## config.mk

```make
export PLATFORM = sky130hd
export DESIGN_NAME = fret_input_conditioner
export DESIGN_NICKNAME = d
export VERILOG_FILES = /design/src/rtl/fret_input_pkg.sv /design/src/rtl/fret_debounce_ch.sv /design/src/rtl/fret_input_conditioner.sv
export SDC_FILE = /design/constraint.sdc
export NUM_CORES = 1
export LEC_CHECK = 0
export ABC_AREA = 1
export CORE_AREA = 2 2 118 120
export DETAILED_ROUTE_END_ITERATION = 10
export DIE_AREA = 0 0 120 122
export GPL_ROUTABILITY_DRIVEN = 0
export PLACE_DENSITY = 0.79
export SYNTH_ARGS = -nofsm -noshare
export SYNTH_HDL_FRONTEND = slang
export SYNTH_SLANG_ARGS = --single-unit
export TNS_END_PERCENT = 100
```

## constraint.sdc

```tcl
create_clock -name clk_clk -period 1.6 [get_ports clk_clk]
set_input_delay 0.32 -clock clk_clk [delete_from_list [all_inputs] [get_ports clk_clk]]
set_output_delay 0.32 -clock clk_clk [all_outputs]
set_load 0.05 [all_outputs]
```

## src/rtl/fret_input_pkg.sv

```systemverilog
// Shared constants and types for the fret/strum input conditioner.
package fret_input_pkg;

    localparam int unsigned N_FRETS_DEF  = 5;
    localparam int unsigned DEBOUNCE_DEF = 500000;
    localparam int unsigned PRESS_CNT_W  = 16;

    typedef logic [N_FRETS_DEF-1:0] fret_vec_t;

endpackage : fret_input_pkg

```

## src/rtl/fret_debounce_ch.sv

```systemverilog
// One input channel: 2-FF synchroniser, polarity normalisation to 1=pressed,
// hold-time debounce counter, accepted level and registered rise/fall pulses.
module fret_debounce_ch
    import fret_input_pkg::*;
#(
    parameter int unsigned DEBOUNCE_CYCLES = DEBOUNCE_DEF,
    parameter bit          RAW_ACTIVE_LOW  = 1'b1
) (
    input  logic clk,
    input  logic rst_n,
    input  logic raw,
    output logic level,
    output logic rise_pulse,
    output logic fall_pulse
);

    localparam int unsigned      CNT_W    = $clog2(DEBOUNCE_CYCLES);
    localparam logic [CNT_W-1:0] CNT_LAST = CNT_W'(DEBOUNCE_CYCLES - 1);
    // Raw pin level when the button is released; the synchroniser resets to it.
    localparam logic             RAW_IDLE = RAW_ACTIVE_LOW ? 1'b1 : 1'b0;

    logic [1:0]       sync_q;
    logic             s_c;
    logic [CNT_W-1:0] cnt_q, cnt_d;
    logic             stable_q, stable_d;
    logic             rise_q, rise_d;
    logic             fall_q, fall_d;

    // Synchronised level normalised so that 1 means pressed.
    assign s_c = RAW_ACTIVE_LOW ? ~sync_q[1] : sync_q[1];

    // Next-state: count while the input disagrees with the accepted level.
    always_comb begin
        cnt_d    = cnt_q;
        stable_d = stable_q;
        rise_d   = 1'b0;
        fall_d   = 1'b0;
        if (s_c == stable_q) begin
            cnt_d = '0;
        end else if (cnt_q == CNT_LAST) begin
            stable_d = s_c;
            cnt_d    = '0;
            rise_d   = s_c;
            fall_d   = ~s_c;
        end else begin
            cnt_d = cnt_q + CNT_W'(1);
        end
    end

    // State register; reset aborts any count in progress.
    always_ff @(posedge clk or negedge rst_n) begin
        if (!rst_n) begin
            sync_q   <= {2{RAW_IDLE}};
            cnt_q    <= '0;
            stable_q <= 1'b0;
            rise_q   <= 1'b0;
            fall_q   <= 1'b0;
        end else begin
            sync_q   <= {sync_q[0], raw};
            cnt_q    <= cnt_d;
            stable_q <= stable_d;
            rise_q   <= rise_d;
            fall_q   <= fall_d;
        end
    end

    assign level      = stable_q;
    assign rise_pulse = rise_q;
    assign fall_pulse = fall_q;

endmodule : fret_debounce_ch

```

## src/rtl/fret_input_conditioner.sv

```systemverilog
// Guitar-controller input conditioner: debounced fret levels for the SoC PIO,
// fret press/release pulses and a strum-press pulse.
// Optional feature macro FRET_PRESS_COUNT_EN: 16-bit wrapping count of accepted
// fret presses on press_count; without it press_count is tied to zero.
// reset_reset_n asserts asynchronously; its release is expected to be already
// synchronous to clk_clk (system reset controller).
module fret_input_conditioner
    import fret_input_pkg::*;
#(
    parameter int unsigned N_FRETS         = N_FRETS_DEF,
    parameter int unsigned DEBOUNCE_CYCLES = DEBOUNCE_DEF,
    parameter bit          RAW_ACTIVE_LOW  = 1'b1
) (
    input  logic                   clk_clk,
    input  logic                   reset_reset_n,
    input  logic [N_FRETS-1:0]     fret_raw,
    input  logic                   strum_raw,
    output logic [N_FRETS-1:0]     frets_db,
    output logic [N_FRETS-1:0]     press_pulse,
    output logic [N_FRETS-1:0]     release_pulse,
    output logic                   strum_pulse,
    output logic [PRESS_CNT_W-1:0] press_count
);

    logic strum_level;
    logic strum_fall;
    logic unused_strum;

    // One independent channel per fret.
    for (genvar i = 0; i < int'(N_FRETS); i++) begin : g_fret
        fret_debounce_ch #(
            .DEBOUNCE_CYCLES (DEBOUNCE_CYCLES),
            .RAW_ACTIVE_LOW  (RAW_ACTIVE_LOW)
        ) u_ch (
            .clk        (clk_clk),
            .rst_n      (reset_reset_n),
            .raw        (fret_raw[i]),
            .level      (frets_db[i]),
            .rise_pulse (press_pulse[i]),
            .fall_pulse (release_pulse[i])
        );
    end

    // Strum bar channel; only the accepted press is reported.
    fret_debounce_ch #(
        .DEBOUNCE_CYCLES (DEBOUNCE_CYCLES),
        .RAW_ACTIVE_LOW  (RAW_ACTIVE_LOW)
    ) u_strum (
        .clk        (clk_clk),
        .rst_n      (reset_reset_n),
        .raw        (strum_raw),
        .level      (strum_level),
        .rise_pulse (strum_pulse),
        .fall_pulse (strum_fall)
    );

    // Strum level and release are intentionally not exported.
    assign unused_strum = strum_level ^ strum_fall;

`ifdef FRET_PRESS_COUNT_EN
    logic [PRESS_CNT_W-1:0] press_inc_c;
    logic [PRESS_CNT_W-1:0] press_count_q;

    // Number of fret presses accepted this cycle.
    always_comb begin
        press_inc_c = '0;
        for (int i = 0; i < int'(N_FRETS); i++) begin
            press_inc_c = press_inc_c + PRESS_CNT_W'(press_pulse[i]);
        end
    end

    // Running press total, wraps modulo 2^PRESS_CNT_W.
    always_ff @(posedge clk_clk or negedge reset_reset_n) begin
        if (!reset_reset_n) begin
            press_count_q <= '0;
        end else begin
            press_count_q <= press_count_q + press_inc_c;
        end
    end

    assign press_count = press_count_q;
`else
    assign press_count = '0;
`endif

endmodule : fret_input_conditioner
```

==> results.py, run 1 <==
metrics = {
    "status": {
        "status": "completed",
    },
    "synth": {
        "avgSynthCellArea_um2": 7.560,
        "synthFlopType": "dfrtp_1",
        "yosysSeqAreaShare": 0.4519,
        "synth-seq-cells": 143,
        "yosysWarnings": 0,
        "synth_enable_flop_cells": 0,
        "syn-cell-area_um2": 7953,
        "synth_async_sr_flop_share": 1.000,
        "synthCells": 1052,
        "synthDistinctLibCells": 33,
    },
    "place": {
        "placed_cells": 1239,
        "dpl.hpwl_mm": 10.67,
        "port_buffers": 23,
    },
    "timing": {
        "finalSetupViolations": 0,
        "totalNegativeSetupSlack_ns": 0,
        "finalHoldViolCount": 0,
        "fmaxAchievable_ghz": 0.7032,
        "slew_violations": 0,
        "fin_skew_ns": 0.006805,
        "fin_worst_hold_slack_ns": 0.2991,
        "finalCritPeriodShare": 0.8888,
        "rsz0062_at_grt": "false",
        "layout_min_cycle_time_ns": 1.422,
    },
    "hold_path": {
        "hold_depth": 1,
        "hold_end": "g_fret[1].u_ch.sync_q[0]$_DFF_PN1_",
        "min_from": "fret_raw[1]",
        "worstHoldPathType": "input port to flip-flop",
    },
    "clocking": {
        "postCtsSetupBuffers": 0,
        "cts_buffers": 17,
        "cts.sinks": 143,
        "clk_pin_slew_ns": 0.06,
        "insertion_delay_ns": 0.43,
        "clockRootBuffer": "clkbuf_16",
        "clk_path_buf_depth": 2,
        "cts_tree": "yes",
        "htree_levels": 4,
    },
    "detailed_routing": {
        "first_pass_iters": 4,
        "via_per_inst": 5.050,
        "final_antenna_net_count": 0,
        "drc_errors": 0,
        "drtIter0Drc": 464,
        "routed_wl_mm": 14.98,
        "wl_per_cell_um": 11.78,
        "vias": 6424,
    },
    "power_and_ir_drop": {
        "p_total_mw": 7.943,
        "powerDensity_nw_per_um2": 891.4,
        "ir_drop_v": 0.0007280,
        "p_leak_nw": 3.886,
    },
    "critical_path": {
        "r2r_setup_slack_ns": 0.18,
        "r2r_start": "g_fret[0].u_ch.cnt_q[0]$_DFF_PN0_",
        "cp_max_fo": 4,
        "critPathKind": "flip-flop to flip-flop",
        "reg2reg_to": "g_fret[0].u_ch.cnt_q[10]$_DFF_PN0_",
        "worst_setup_path_end_kind": "flip-flop",
        "r2r_cells": 7,
        "cp-start-kind": "flip-flop",
        "arrival_ns": 1.73,
        "cp.required_ns": 1.91,
    },
    "global_routing": {
        "track_usage": 0.2209,
        "grt_pass1_vias": 5932,
        "grt_first_pass_wirelength_mm": 26.05,
        "grt_max_degree": 44,
        "antenna_found_initial": 0,
        "overflow": 0,
    },
    "floorplan": {
        "die_width_um": 120,
        "rows": 43,
        "die_h_um": 122,
        "start_util": 0.5889,
        "coreArea_um2": 13500,
        "dieArea_um2": 14640,
        "num_io_pins": 40,
    },
    "layout": {
        "final_cells": 1272,
        "nets": 1093,
        "drive_above_1_share": 0.1264,
        "syn_to_final_growth_pct": 12.05,
        "antenna_cells": 0,
        "fin_util": 0.6599,
        "multi_input_area_um2": 3699,
        "nFillCells": 1124,
        "regArea_um2": 3593,
    },
    "job": {
        "maxCapViolCount": 0,
    },
}
-- kinds of logic (layout without fill, tap and decap cells) --
group	after synthesis	in the layout	share of synthesized area
AOI/OAI and AO/OA	49	49	0.03162
xor gates and xnor gates	49	49	0.05491
adders and majority gates	6	6	0.009440
buffers and inverters	157	182	0.09141
DFF	143	143	0.4519
other	1	16	0.0004715
and+or+nand+nor	647	647	0.3603
-- Yosys cell counts, drive strengths merged (6+ instances only) --
cell type,instances,area [um2]
dfstp,12,315.3
dfrtp,131,3278
nor2,316,1306
buf,41,290.3
nand4,16,100.1
xnor2,18,165.2
inv,115,431.7
nand3,96,513.0
nor3b,8,60.06
xor2,31,271.5
nor3,12,70.07
ha,6,75.07
nand2,192,770.7
a21oi,27,135.1
o21ai,19,95.09
-- through the flow --
stage | setup slack [ns] | cell area, um2
after floorplan | 0.2993 | 8009
after global placement | 0.1804 | 8300
after detailed placement | 0.1362 | 8300
after CTS | 0.1364 | 8901
after global routing | 0.01438 | 8911
final | 0.1779 | 8911
-- sequential cells by signal, indices dropped and copies added (netlist names) --
name / cells
u_strum.level: 1
g_fret.u_ch.level: 5
g_fret.u_ch.fall_pulse: 5
u_strum.sync_q: 2
u_strum.rise_pulse: 1
g_fret.u_ch.rise_pulse: 5
u_strum.cnt_q: 19
g_fret.u_ch.cnt_q: 95
g_fret.u_ch.sync_q: 10
-- cell usage in the layout (no fill, tap or decap), drive strengths merged --
cell type and instances:
nand3 96, ha 6, nand2 192, and3 4
o21bai 1, nand3b 1, inv 116, xnor2 18
bufinv 2, nor3b 8, dfstp 12, clkinvlp 3
nor3 12, o21ai 19, xor2 31, nand4 16
dfrtp 131, dlygate4sd3 1, clkdlybuf4s50 6, clkinv 7
nor2 316, buf 28, and2 2, o22ai 1
clkbuf 19, a21oi 27, o21a 1, conb 16
-- timing repair --
action,CTS,global route
endpoints found under the setup margin,0,6
gates resized for setup,0,4
endpoints found under the hold margin,25,0
hold buffers,1,0
-- worst max-delay path: stages, from the launching register on --
cell and delay, ns:
dfrtp_1 0.36, ha_1 0.20, nand2_1 0.11, nor2_1 0.13
nand2_2 0.11, nor2_2 0.16, xnor2_1 0.17, nor2_1 0.06
-- cell type report --
cell class / instances / share of cell area
clock buffers: 19 / 0.05083
clock inverters: 13 / 0.01545
inverters: 115 / 0.04844
multi-input cells: 767 / 0.4151
flip-flops and latches: 143 / 0.4033
well taps: 180 / 0.02527
repair buffers: 35 / 0.04170
-- how the worst max path moves through the flow --
stage | end | cells past startpoint | slack [ns] | from
floorplan | g_fret[0].u_ch.cnt_q[5]$_DFF_PN0_ | 5 | 0.30 | g_fret[0].u_ch.sync_q[1]$_DFF_PN1_
global placement | u_strum.cnt_q[5]$_DFF_PN0_ | 6 | 0.18 | u_strum.cnt_q[0]$_DFF_PN0_
detailed placement | u_strum.cnt_q[5]$_DFF_PN0_ | 6 | 0.14 | u_strum.cnt_q[0]$_DFF_PN0_
CTS | u_strum.cnt_q[5]$_DFF_PN0_ | 6 | 0.14 | u_strum.cnt_q[0]$_DFF_PN0_
global route | g_fret[4].u_ch.cnt_q[18]$_DFF_PN0_ | 8 | 0.01 | g_fret[4].u_ch.cnt_q[0]$_DFF_PN0_
finish | g_fret[0].u_ch.cnt_q[10]$_DFF_PN0_ | 7 | 0.18 | g_fret[0].u_ch.cnt_q[0]$_DFF_PN0_
-- metal layers --
layer	global-route usage	vias up	wire length (um)
li1	-	3297	-
met2	0.3640	117	7368
met3	0.05384	22	539
met1	0.2846	2988	6832
met4	0.08088	0	243
met5	0	-	0
-- report_power, final --
group | internal (mW) | total (mW) | switching [mW] | leakage [nW]
sequential | 3.68 | 3.72 | 0.0393 | 1.94
clock | 2.37 | 3.88 | 1.51 | 0.285
combinational | 0.0880 | 0.339 | 0.251 | 1.66
total | 6.14 | 7.94 | 1.80 | 3.89
Note: power is estimated with default switching activity, not from simulation.
==> run 2, diff against run 1 <==
Settings changed: CORE_AREA 2 2 118 120 to 2 2 159 161, DIE_AREA 0 0 120 122 to 0 0 161 163, PLACE_DENSITY 0.79 to unset, SLEW_MARGIN set to 10.
==> run 2 against run 1 <==
  * Flip-flop and latch count unchanged
  * Register-to-register slack got worse by 0.03 ns
  * Power increased by 4.7%
  * Utilization decreased by 29 points
  * Clock power increased by 9.8%
  * Worst setup slack got worse by 0.033 ns
  * Global-route usage decreased by 8.8 points
  * Sequential share of layout area decreased by 1.2 points
  * First-iteration DRC count decreased by 11%
  * Critical endpoint is now g_fret[3].u_ch.cnt_q[16]$_DFF_PN0_
  * Largest power group unchanged
==> results.py, run 2 (same netlist as run 1, synthesis figures left out) <==
metrics = {
    "global_routing": {
        "antenna_found_initial": 0,
        "grt_max_degree": 59,
        "grt_first_pass_wirelength_mm": 28.54,
        "track_usage": 0.1330,
        "grt_pass1_vias": 6142,
        "overflow": 0,
    },
    "detailed_routing": {
        "drtIter0Drc": 414,
        "wl_met2_mm": 7.404,
        "drc_errors": 0,
        "routed_wl_mm": 16.32,
        "via_per_inst": 4.476,
        "wl_met1_mm": 8.157,
        "top_layer": "met4",
        "wl_per_cell_um": 11.46,
        "vias": 6378,
        "dr_wl_met3_um": 595,
        "first_pass_iters": 5,
        "final_antenna_net_count": 0,
    },
    "critical_path": {
        "cp_slowest_cell": "dfrtp_1",
        "r2r_cells": 7,
        "r2r_start": "g_fret[3].u_ch.cnt_q[0]$_DFF_PN0_",
        "cpPeakStageDelay_ns": 0.36,
        "critical_path.top_delay_family": "simple AND/OR/NAND/NOR gates",
        "arrival_ns": 1.80,
        "worst_setup_path_end_kind": "flip-flop",
        "cp_max_fo": 4,
        "cp.required_ns": 1.95,
        "cp.depth": 7,
        "reg2reg_to": "g_fret[3].u_ch.cnt_q[16]$_DFF_PN0_",
        "startpoint": "g_fret[3].u_ch.cnt_q[0]$_DFF_PN0_",
        "cp-start-kind": "flip-flop",
        "crit_end": "g_fret[3].u_ch.cnt_q[16]$_DFF_PN0_",
        "r2r_setup_slack_ns": 0.14,
        "crit_buf_inv": 0,
        "cpMostUsedCell": "nor2_1",
        "crit_chain": "ha_1 -> nand2_1 -> nor2_1 -> nand2_2 -> o21ai_0 -> nand3_1 -> nor2_1",
        "critPathKind": "flip-flop to flip-flop",
    },
    "clocking": {
        "clk_pin_slew_ns": 0.07,
        "cts_tree": "yes",
        "clk_path_buf_depth": 2,
        "clockRootBuffer": "clkbuf_16",
        "cts.sinks": 143,
        "cts_buffers": 17,
        "insertion_delay_ns": 0.43,
        "htree_levels": 4,
    },
    "layout": {
        "layout_common_cells": "280 x nor2_1, 171 x nand2_1, 131 x dfrtp_1",
        "drive_above_1_share": 0.1297,
        "largestRegisters": "g_fret.u_ch.cnt_q (95), u_strum.cnt_q (19), g_fret.u_ch.sync_q (10)",
        "nets": 1096,
        "regMostFlops": "g_fret.u_ch.cnt_q",
        "final_common_cell": "nor2_1",
        "largest_reg_flops": 95,
        "syn_to_final_growth_pct": 15.39,
        "antenna_cells": 0,
    },
    "power_and_ir_drop": {
        "powerDensity_nw_per_um2": 906.6,
        "pwr-share-comb": 0.041,
        "p_leak_nw": 3.933,
        "p_clk_frac": 0.512,
        "p_sw_frac": 0.2298,
        "p_total_mw": 8.320,
        "ir_drop_v": 0.0007488,
        "intPower_mw": 6.407,
        "p_seq_frac": 0.447,
        "p_sw_mw": 1.912,
    },
    "place": {
        "dpl.hpwl_mm": 11.94,
        "port_buffers": 23,
        "pre_cts_ws_ns": 0.1222,
    },
    "status": {
        "status": "completed",
    },
    "timing": {
        "totalNegativeSetupSlack_ns": 0,
        "slew_violations": 0,
        "fin_skew_ns": 0.008798,
        "fmaxAchievable_ghz": 0.6871,
        "timing.final.ws_setup_ns": 0.1445,
        "finalSetupViolations": 0,
        "rsz0062_at_grt": "false",
        "finalCritPeriodShare": 0.9097,
        "finalHoldViolCount": 0,
        "layout_min_cycle_time_ns": 1.455,
    },
    "floorplan": {
        "coreArea_um2": 24670,
        "num_io_pins": 40,
        "rows": 58,
        "start_util": 0.3223,
        "die_h_um": 163,
        "dieArea_um2": 26240,
        "die_width_um": 161,
    },
    "hold_path": {
        "worstHoldPathType": "input port to asynchronous set/reset pin",
    },
    "job": {
        "maxCapViolCount": 0,
    },
}
==> run 2: worst reg2reg max path: cells and delay by family, from the launching register on <==
family | cells | cell delay [ns]
flops | 1 | 0.36
simple gates | 5 | 0.60
fa+ha+maj | 1 | 0.19
compound gates | 1 | 0.22
==> run 2: how the worst min path moves through the flow <==
stage | start | end | slack (ns)
3_5_place_dp | reset_reset_n | g_fret[4].u_ch.level$_DFFE_PN0P_ | 0.17
5_1_grt | reset_reset_n | g_fret[4].u_ch.cnt_q[6]$_DFF_PN0_ | 0.28
4_1_cts | reset_reset_n | g_fret[4].u_ch.level$_DFFE_PN0P_ | 0.27
2_1_floorplan | reset_reset_n | g_fret[0].u_ch.cnt_q[0]$_DFF_PN0_ | 0.02
6_report | reset_reset_n | g_fret[4].u_ch.cnt_q[6]$_DFF_PN0_ | 0.28
3_3_place_gp | reset_reset_n | g_fret[4].u_ch.cnt_q[6]$_DFF_PN0_ | 0.17
==> run 2: routing by layer <==
layer	track usage	up-vias
met3	0.03132	13
met4	0.03856	0
met2	0.2132	88
li1	-	3294
met5	0	-
met1	0.1799	2983
==> run 2: metrics by stage <==
stage | hold slack [ns] | util | cells | cell area [um2]
2_1_floorplan | 0.02441 | - | 1067 | 8009
3_3_place_gp | 0.1670 | 0.3449 | 1392 | 8511
3_5_place_dp | 0.1661 | 0.3449 | 1392 | 8511
4_1_cts | 0.2681 | 0.3711 | 1425 | 9156
5_1_grt | 0.2756 | 0.3719 | 1425 | 9176
6_report | 0.2831 | 0.3719 | 1425 | 9176
==> run 2: area by class of cell <==
cell class | instances | area [um2]
Fill cell | 2517 | 15500
Multi-Input combinational cell | 767 | 3709
Sequential cell | 143 | 3593
Inverter | 115 | 431.7
Clock buffer | 17 | 425.4
Tap cell | 330 | 412.9
Timing Repair Buffer | 38 | 394.1
Clock inverter | 15 | 210.2
==> run 2: timing repair <==
action	CTS	global route
endpoints found under the hold margin	24	0
hold buffers	1	0
gates resized for setup	0	6
endpoints found under the setup margin	0	12
setup buffers	0	0
==> run 2: power groups by stage <==
| stage | clock (mW) | sequential, mW | combinational [mW] |
|---|---|---|---|
| after CTS | 4.36 | 3.72 | 0.356 |
| after floorplan | 0 | 3.78 | 0.228 |
| after global placement | 0 | 3.78 | 0.349 |
| after detailed placement | 0 | 3.78 | 0.353 |
| final | 4.26 | 3.72 | 0.345 |
| after global routing | 4.53 | 3.72 | 0.395 |
